### src/rtl/minmax_stream.sv
// Streaming packet min/max reducer: per-beat NI-lane reduction, cross-beat accumulation,
// one result (value, global index, beat count, overflow) per packet on a valid/ready output.
module minmax_stream #(
  parameter int W        = 10,
  parameter int NI       = 4,
  parameter int MAXBEATS = 256,
  parameter int IDXW     = $clog2(NI*MAXBEATS),
  parameter int BW       = $clog2(MAXBEATS+1),
  parameter int CFG      = 0
) (
  input  logic            clk,
  input  logic            rst,
  input  logic            s_valid,
  output logic            s_ready,
  input  logic [NI*W-1:0] s_data,
  input  logic            s_last,
  input  logic            us_sel,
  input  logic            min_max_sel,
  output logic            m_valid,
  input  logic            m_ready,
  output logic [W-1:0]    m_result,
  output logic [IDXW-1:0] m_index,
  output logic [BW-1:0]   m_beats,
  output logic            m_overflow
);

  localparam int            LW   = (NI > 1) ? $clog2(NI) : 1;
  localparam logic [BW-1:0] BMAX = BW'(MAXBEATS);

  // Strict improvement of cand over inc; equality never wins, so earlier lanes/beats keep ties.
  function automatic logic better(input logic [W-1:0] cand, input logic [W-1:0] inc,
                                  input logic us, input logic mm);
    logic signed [W-1:0] sc, si;
    logic lt, gt;
    sc = cand;
    si = inc;
    lt = us ? (sc < si) : (cand < inc);
    gt = us ? (sc > si) : (cand > inc);
    return mm ? gt : lt;
  endfunction

  logic en, take;
  assign en      = !m_valid || m_ready;
  assign s_ready = en;
  assign take    = s_valid && en;

  logic [BW-1:0] beat_cnt;
  logic          first_beat, us_pkt, mm_pkt, us_cur, mm_cur;
  assign us_cur = first_beat ? us_sel      : us_pkt;
  assign mm_cur = first_beat ? min_max_sel : mm_pkt;

  always_ff @(posedge clk or posedge rst) begin
    if (rst) begin
      beat_cnt   <= '0;
      first_beat <= 1'b1;
      us_pkt     <= 1'b0;
      mm_pkt     <= 1'b0;
    end else if (take) begin
      if (first_beat) begin
        us_pkt <= us_sel;
        mm_pkt <= min_max_sel;
      end
      first_beat <= s_last;
      if (s_last)                beat_cnt <= '0;
      else if (beat_cnt != BMAX) beat_cnt <= beat_cnt + BW'(1);
    end
  end

  logic [W-1:0]  bw_val;
  logic [LW-1:0] bw_lane;
  always_comb begin
    bw_val  = s_data[W-1:0];
    bw_lane = '0;
    for (int k = 1; k < NI; k++) begin
      if (better(s_data[W*k +: W], bw_val, us_cur, mm_cur)) begin
        bw_val  = s_data[W*k +: W];
        bw_lane = LW'(k);
      end
    end
  end

  // Stage 1: registered beat winner with its packet context
  logic          vld_p1, first_p1, last_p1, ovf_p1, us_p1, mm_p1;
  logic [W-1:0]  val_p1;
  logic [LW-1:0] lane_p1;
  logic [BW-1:0] beat_p1;

  always_ff @(posedge clk or posedge rst) begin
    if (rst)     vld_p1 <= 1'b0;
    else if (en) vld_p1 <= take;
  end

  always_ff @(posedge clk) begin
    if (take) begin
      val_p1   <= bw_val;
      lane_p1  <= bw_lane;
      beat_p1  <= beat_cnt;
      first_p1 <= first_beat;
      last_p1  <= s_last;
      ovf_p1   <= (beat_cnt == BMAX);
      us_p1    <= us_cur;
      mm_p1    <= mm_cur;
    end
  end

  logic [IDXW-1:0] idx_new;
  assign idx_new = (CFG == 0) ? IDXW'(beat_p1) * IDXW'(NI) + IDXW'(lane_p1) : '0;

  logic [W-1:0]    acc_val_p2, nxt_val;
  logic [IDXW-1:0] acc_idx_p2, nxt_idx;
  logic [BW-1:0]   acc_beats_p2, nxt_beats;
  logic            acc_ovf_p2, nxt_ovf;

  always_comb begin
    nxt_val   = acc_val_p2;
    nxt_idx   = acc_idx_p2;
    nxt_ovf   = acc_ovf_p2;
    nxt_beats = ovf_p1 ? BMAX : beat_p1 + BW'(1);
    if (first_p1) begin
      nxt_val = val_p1;
      nxt_idx = idx_new;
      nxt_ovf = ovf_p1;
    end else if (ovf_p1) begin
      nxt_ovf = 1'b1;
    end else if (better(val_p1, acc_val_p2, us_p1, mm_p1)) begin
      nxt_val = val_p1;
      nxt_idx = idx_new;
    end
  end

  // Stage 2: packet accumulator
  logic vld_p2, last_p2;

  always_ff @(posedge clk or posedge rst) begin
    if (rst) begin
      vld_p2  <= 1'b0;
      last_p2 <= 1'b0;
    end else if (en) begin
      vld_p2  <= vld_p1;
      last_p2 <= last_p1;
    end
  end

  always_ff @(posedge clk) begin
    if (en && vld_p1) begin
      acc_val_p2   <= nxt_val;
      acc_idx_p2   <= nxt_idx;
      acc_beats_p2 <= nxt_beats;
      acc_ovf_p2   <= nxt_ovf;
    end
  end

  // Output register: loads the finished packet, holds while the consumer stalls
  always_ff @(posedge clk or posedge rst) begin
    if (rst) begin
      m_valid    <= 1'b0;
      m_result   <= '0;
      m_index    <= '0;
      m_beats    <= '0;
      m_overflow <= 1'b0;
    end else if (en) begin
      m_valid <= vld_p2 && last_p2;
      if (vld_p2 && last_p2) begin
        m_result   <= acc_val_p2;
        m_index    <= acc_idx_p2;
        m_beats    <= acc_beats_p2;
        m_overflow <= acc_ovf_p2;
      end
    end
  end

endmodule

### config.mk
export PLATFORM = sky130hd
export DESIGN_NAME = minmax_stream
export DESIGN_NICKNAME = d
export VERILOG_FILES = /design/src/rtl/minmax_stream.sv
export SDC_FILE = /design/constraint.sdc
export NUM_CORES = 1
export LEC_CHECK = 0
export BUFFER_PORTS_ARGS = -buffer_cell sky130_fd_sc_hd__buf_4
export CORE_MARGIN = 2
export CORE_UTILIZATION = 58
export CTS_CLUSTER_DIAMETER = 150
export DETAILED_ROUTE_END_ITERATION = 7
export PLACE_DENSITY = 0.81
export SYNTH_ARGS = -nofsm -noshare
export SYNTH_HDL_FRONTEND = slang
export SYNTH_SLANG_ARGS = --single-unit
### constraint.sdc
create_clock -name clk -period 7.9 [get_ports clk]
set_input_delay 0.79 -clock clk [delete_from_list [all_inputs] [get_ports clk]]
set_output_delay 0.79 -clock clk [all_outputs]
set_load 0.01 [all_outputs]
==> results.json <==
{
  "status": "complete, no violations",
  "crit_buf_inv": 3,
  "vias_per_cell": 5.58,
  "stdcell_area_sq_um": 6460,
  "grt_pass1_wl_um": 17800,
  "ys_ff_latch": 102,
  "met2_length_um": 5000,
  "cts_setup_buffers": 0,
  "wire_per_inst_um": 15.0,
  "synth_edf_count": 56,
  "hp-class": "reg2reg",
  "grtUsageTotal_pct": 22.0,
  "post_synth.cell_area_avg_sq_um": 11.3,
  "nNetsFinal": 660,
  "syn_area_sq_um": 5520,
  "wl_met1_um": 4980,
  "drive_gt1_share_pct": 24.8,
  "dpl-instance-area_sq_um": 6260,
  "dp_hpwl_um": 8210,
  "maxClockFrequency_mhz": 143,
  "fp.dieW_um": 102,
  "slew_viol_final": 0,
  "clock_sinks": 102,
  "dr.pass1.iters": 5,
  "worstMarginPinSlew_ns": 1.13,
  "dr_wl_met3_um": 468,
  "drt_iter0_markers": 251,
  "cts.repair.resized": 0,
  "wirelength_um": 10600,
  "internal_power_uw": 1450,
  "num_rows": 35,
  "finClkSkew_ns": 0.0229,
  "port_buffers": 78,
  "cp-start-kind": "primary input",
  "swShare_pct": 37.4,
  "ys.flop_type": "edfxtp_1",
  "clockRootBuffer": "clkbuf_8",
  "top_layer_used": "met4",
  "critPathKind": "in2reg",
  "slew-limit-headroom_pct": 24.8,
  "worstPathArrival_ns": 7.10,
  "synth-seq-area-share_pct": 51.3,
  "r2r-start": "first_beat",
  "die_area_sq_um": 10300,
  "grt_pass1_vias": 3763,
  "ys_async_sr_fraction_pct": 45.1,
  "clkPwrFrac_pct": 13.9,
  "max_stage_delay_ns": 0.45,
  "worstSkewPairLatency_ns": 0.37,
  "gp_congestion": 0.822,
  "fin_crit_ns": 6.99,
  "antenna_cells": 0,
  "grt_setup_unrepaired": "no",
  "drtAntennaViolNets": 0,
  "worstPathMaxFanout": 13,
  "hold_violations": 0,
  "timing.final.crit_share_pct": 88.5,
  "htreeDepth": 3,
  "pin_count": 79,
  "drv_cap": 0,
  "gr-total-overflow": 0,
  "cts_buffer_depth": 2,
  "critPathSlowestCell": "o311ai_0",
  "die_h_um": 102,
  "tns_ns": 0,
  "crit_family": "compound AO/OA/AOI/OAI gates",
  "synth_nets": 577,
  "ctsHoldBuffers": 0,
  "syn2layout_area_growth_pct": 17.0,
  "grt_antenna_before_repair": 0,
  "drc": 0,
  "irDropWorstVdd_mv": 0.165,
  "netSwitchingPower_uw": 867,
  "combPwrFrac_pct": 47.8,
  "start_util_pct": 59.7,
  "postSynthCellCount": 489,
  "seqPwrFrac_pct": 38.4,
  "setup_viol": 0,
  "synth.distinct_cells": 52,
  "yosysWarnings": 0,
  "ff2ff_setup_slack_ns": 1.10,
  "worstPathRequired_ns": 8.00,
  "crit_start": "s_data[9]",
  "core_area_sq_um": 9240,
  "vias": 3937,
  "clk_pin_slew_worst_paths_ns": 0.10,
  "worstHoldStart": "lane_p1[0]",
  "power_density_nw_per_um2": 359,
  "tritoncts": "built",
  "grt_max_degree": 47,
  "critPathCaptureType": "flop",
  "cts_made_buffers": 9,
  "p_leak_uw": 0.00296
}
==> final timing paths <==
| check | depth (start not counted) | endpoint |
|---|---|---|
| min | 0 | acc_idx_p2[0] |
| max in group asynchronous | 2 | m_result[0] |
| max reg2reg | 28 | val_p1[6] |
| min in group asynchronous | 2 | beat_cnt[3] |
| min reg2reg | 0 | acc_idx_p2[0] |
| max | 31 | val_p1[6] |
==> power by group through the flow <==
| stage | clock [uW] | sequential, uW | combinational [uW] |
|---|---|---|---|
| 3_5_place_dp | 0 | 904 | 1100 |
| 6_report | 322 | 891 | 1110 |
| 5_1_grt | 346 | 915 | 1230 |
| 4_1_cts | 329 | 892 | 1110 |
| 3_3_place_gp | 0 | 893 | 1070 |
| 2_1_floorplan | 0 | 914 | 735 |
==> area by class of cell <==
cell class	instances	area, sq um
Clock inverter	6	60.1
Fill cell	668	2780
Multi-Input combinational cell	323	2430
Tap cell	129	161
Inverter	50	188
Clock buffer	10	138
Sequential cell	102	2830
Timing Repair Buffer	86	646
==> cell families (layout without fill, tap and decap cells) <==
kind of cell / Yosys count / after routing / share of synthesized area (%)
and+or+nand+nor: 140 / 140 / 12.9
DFF: 102 / 102 / 51.3
AOI/OAI and AO/OA: 74 / 74 / 8.80
buffers and inverters: 64 / 152 / 4.67
muxes: 53 / 53 / 10.6
adders and majority gates: 42 / 42 / 9.48
xor gates and xnor gates: 14 / 14 / 2.22
==> routing by layer <==
metal,vias to the layer above,global-route usage [%]
met5,-,0
met4,0,7.38
met3,14,3.66
met2,126,34.5
met1,1863,31.2
li1,1934,-
==> cell usage in the layout, fill, tap and decap left out, types with 2 or more instances in the layout <==
master / instances
buf_4: 86
edfxtp_1: 56
inv_1: 49
dfrtp_1: 45
nor2_1: 44
ha_1: 41
mux2_2: 33
nand2_1: 31
mux2i_1: 17
a21oi_1: 17
o21ai_0: 16
nand3_1: 15
o22ai_1: 11
clkbuf_8: 10
xor2_1: 9
nor3_1: 9
a21o_1: 8
and4b_1: 8
nand4_1: 6
xnor2_1: 5
or3_1: 5
nor2b_1: 4
and4_1: 4
inv_6: 4
nand2b_1: 3
and3_1: 3
o21a_1: 3
o311ai_0: 2
nor4_1: 2
mux2_1: 2
and2_1: 2
a2111o_1: 2
a221o_1: 2
a211o_1: 2
==> sequential cells by signal, summed over array words and instances, names as in the netlist, 2 cells and up <==
register,cells
acc_beats_p2,9
acc_idx_p2,10
acc_val_p2,10
beat_cnt,9
beat_p1,9
lane_p1,2
m_beats,9
m_index,10
m_result,10
val_p1,10
==> worst reg2reg max path: cells and delay by family, from the launching register on <==
kind | cells | cell delay [ns]
and+or+nand+nor | 12 | 2.02
AOI/OAI and AO/OA | 8 | 1.93
muxes | 4 | 1.06
DFF | 1 | 0.62
adders and majority gates | 2 | 0.59
buffers and inverters | 1 | 0.20
xor gates and xnor gates | 1 | 0.14
==> Yosys cell counts (6+ instances only) <==
master | n | area share [%]
nand4_1 | 6 | 0.68
o22ai_1 | 11 | 1.2
nand3_1 | 15 | 1.4
ha_1 | 41 | 9.3
inv_1 | 50 | 3.4
o21ai_0 | 16 | 1.5
edfxtp_1 | 56 | 30
mux2i_1 | 17 | 3.1
nor3_1 | 9 | 0.82
a21oi_1 | 18 | 1.6
xor2_1 | 9 | 1.4
mux2_2 | 33 | 6.7
and4b_1 | 8 | 1.5
nor2_1 | 44 | 3.0
a21o_1 | 8 | 1.1
nand2_1 | 31 | 2.1
dfrtp_1 | 45 | 20
==> through the flow <==
stage	cells	setup slack, ns	hold WS (ns)	utilization, %	power, uW
4_1_cts	706	0.924	0.444	69.9	2330
3_5_place_dp	690	0.532	0.422	67.8	2010
3_3_place_gp	690	0.745	0.404	67.8	1970
2_1_floorplan	489	0.471	0.400	-	1650
5_1_grt	706	0.355	0.453	69.9	2500
6_report	706	0.908	0.438	69.9	2320
Power figures use the tool's default switching activity.
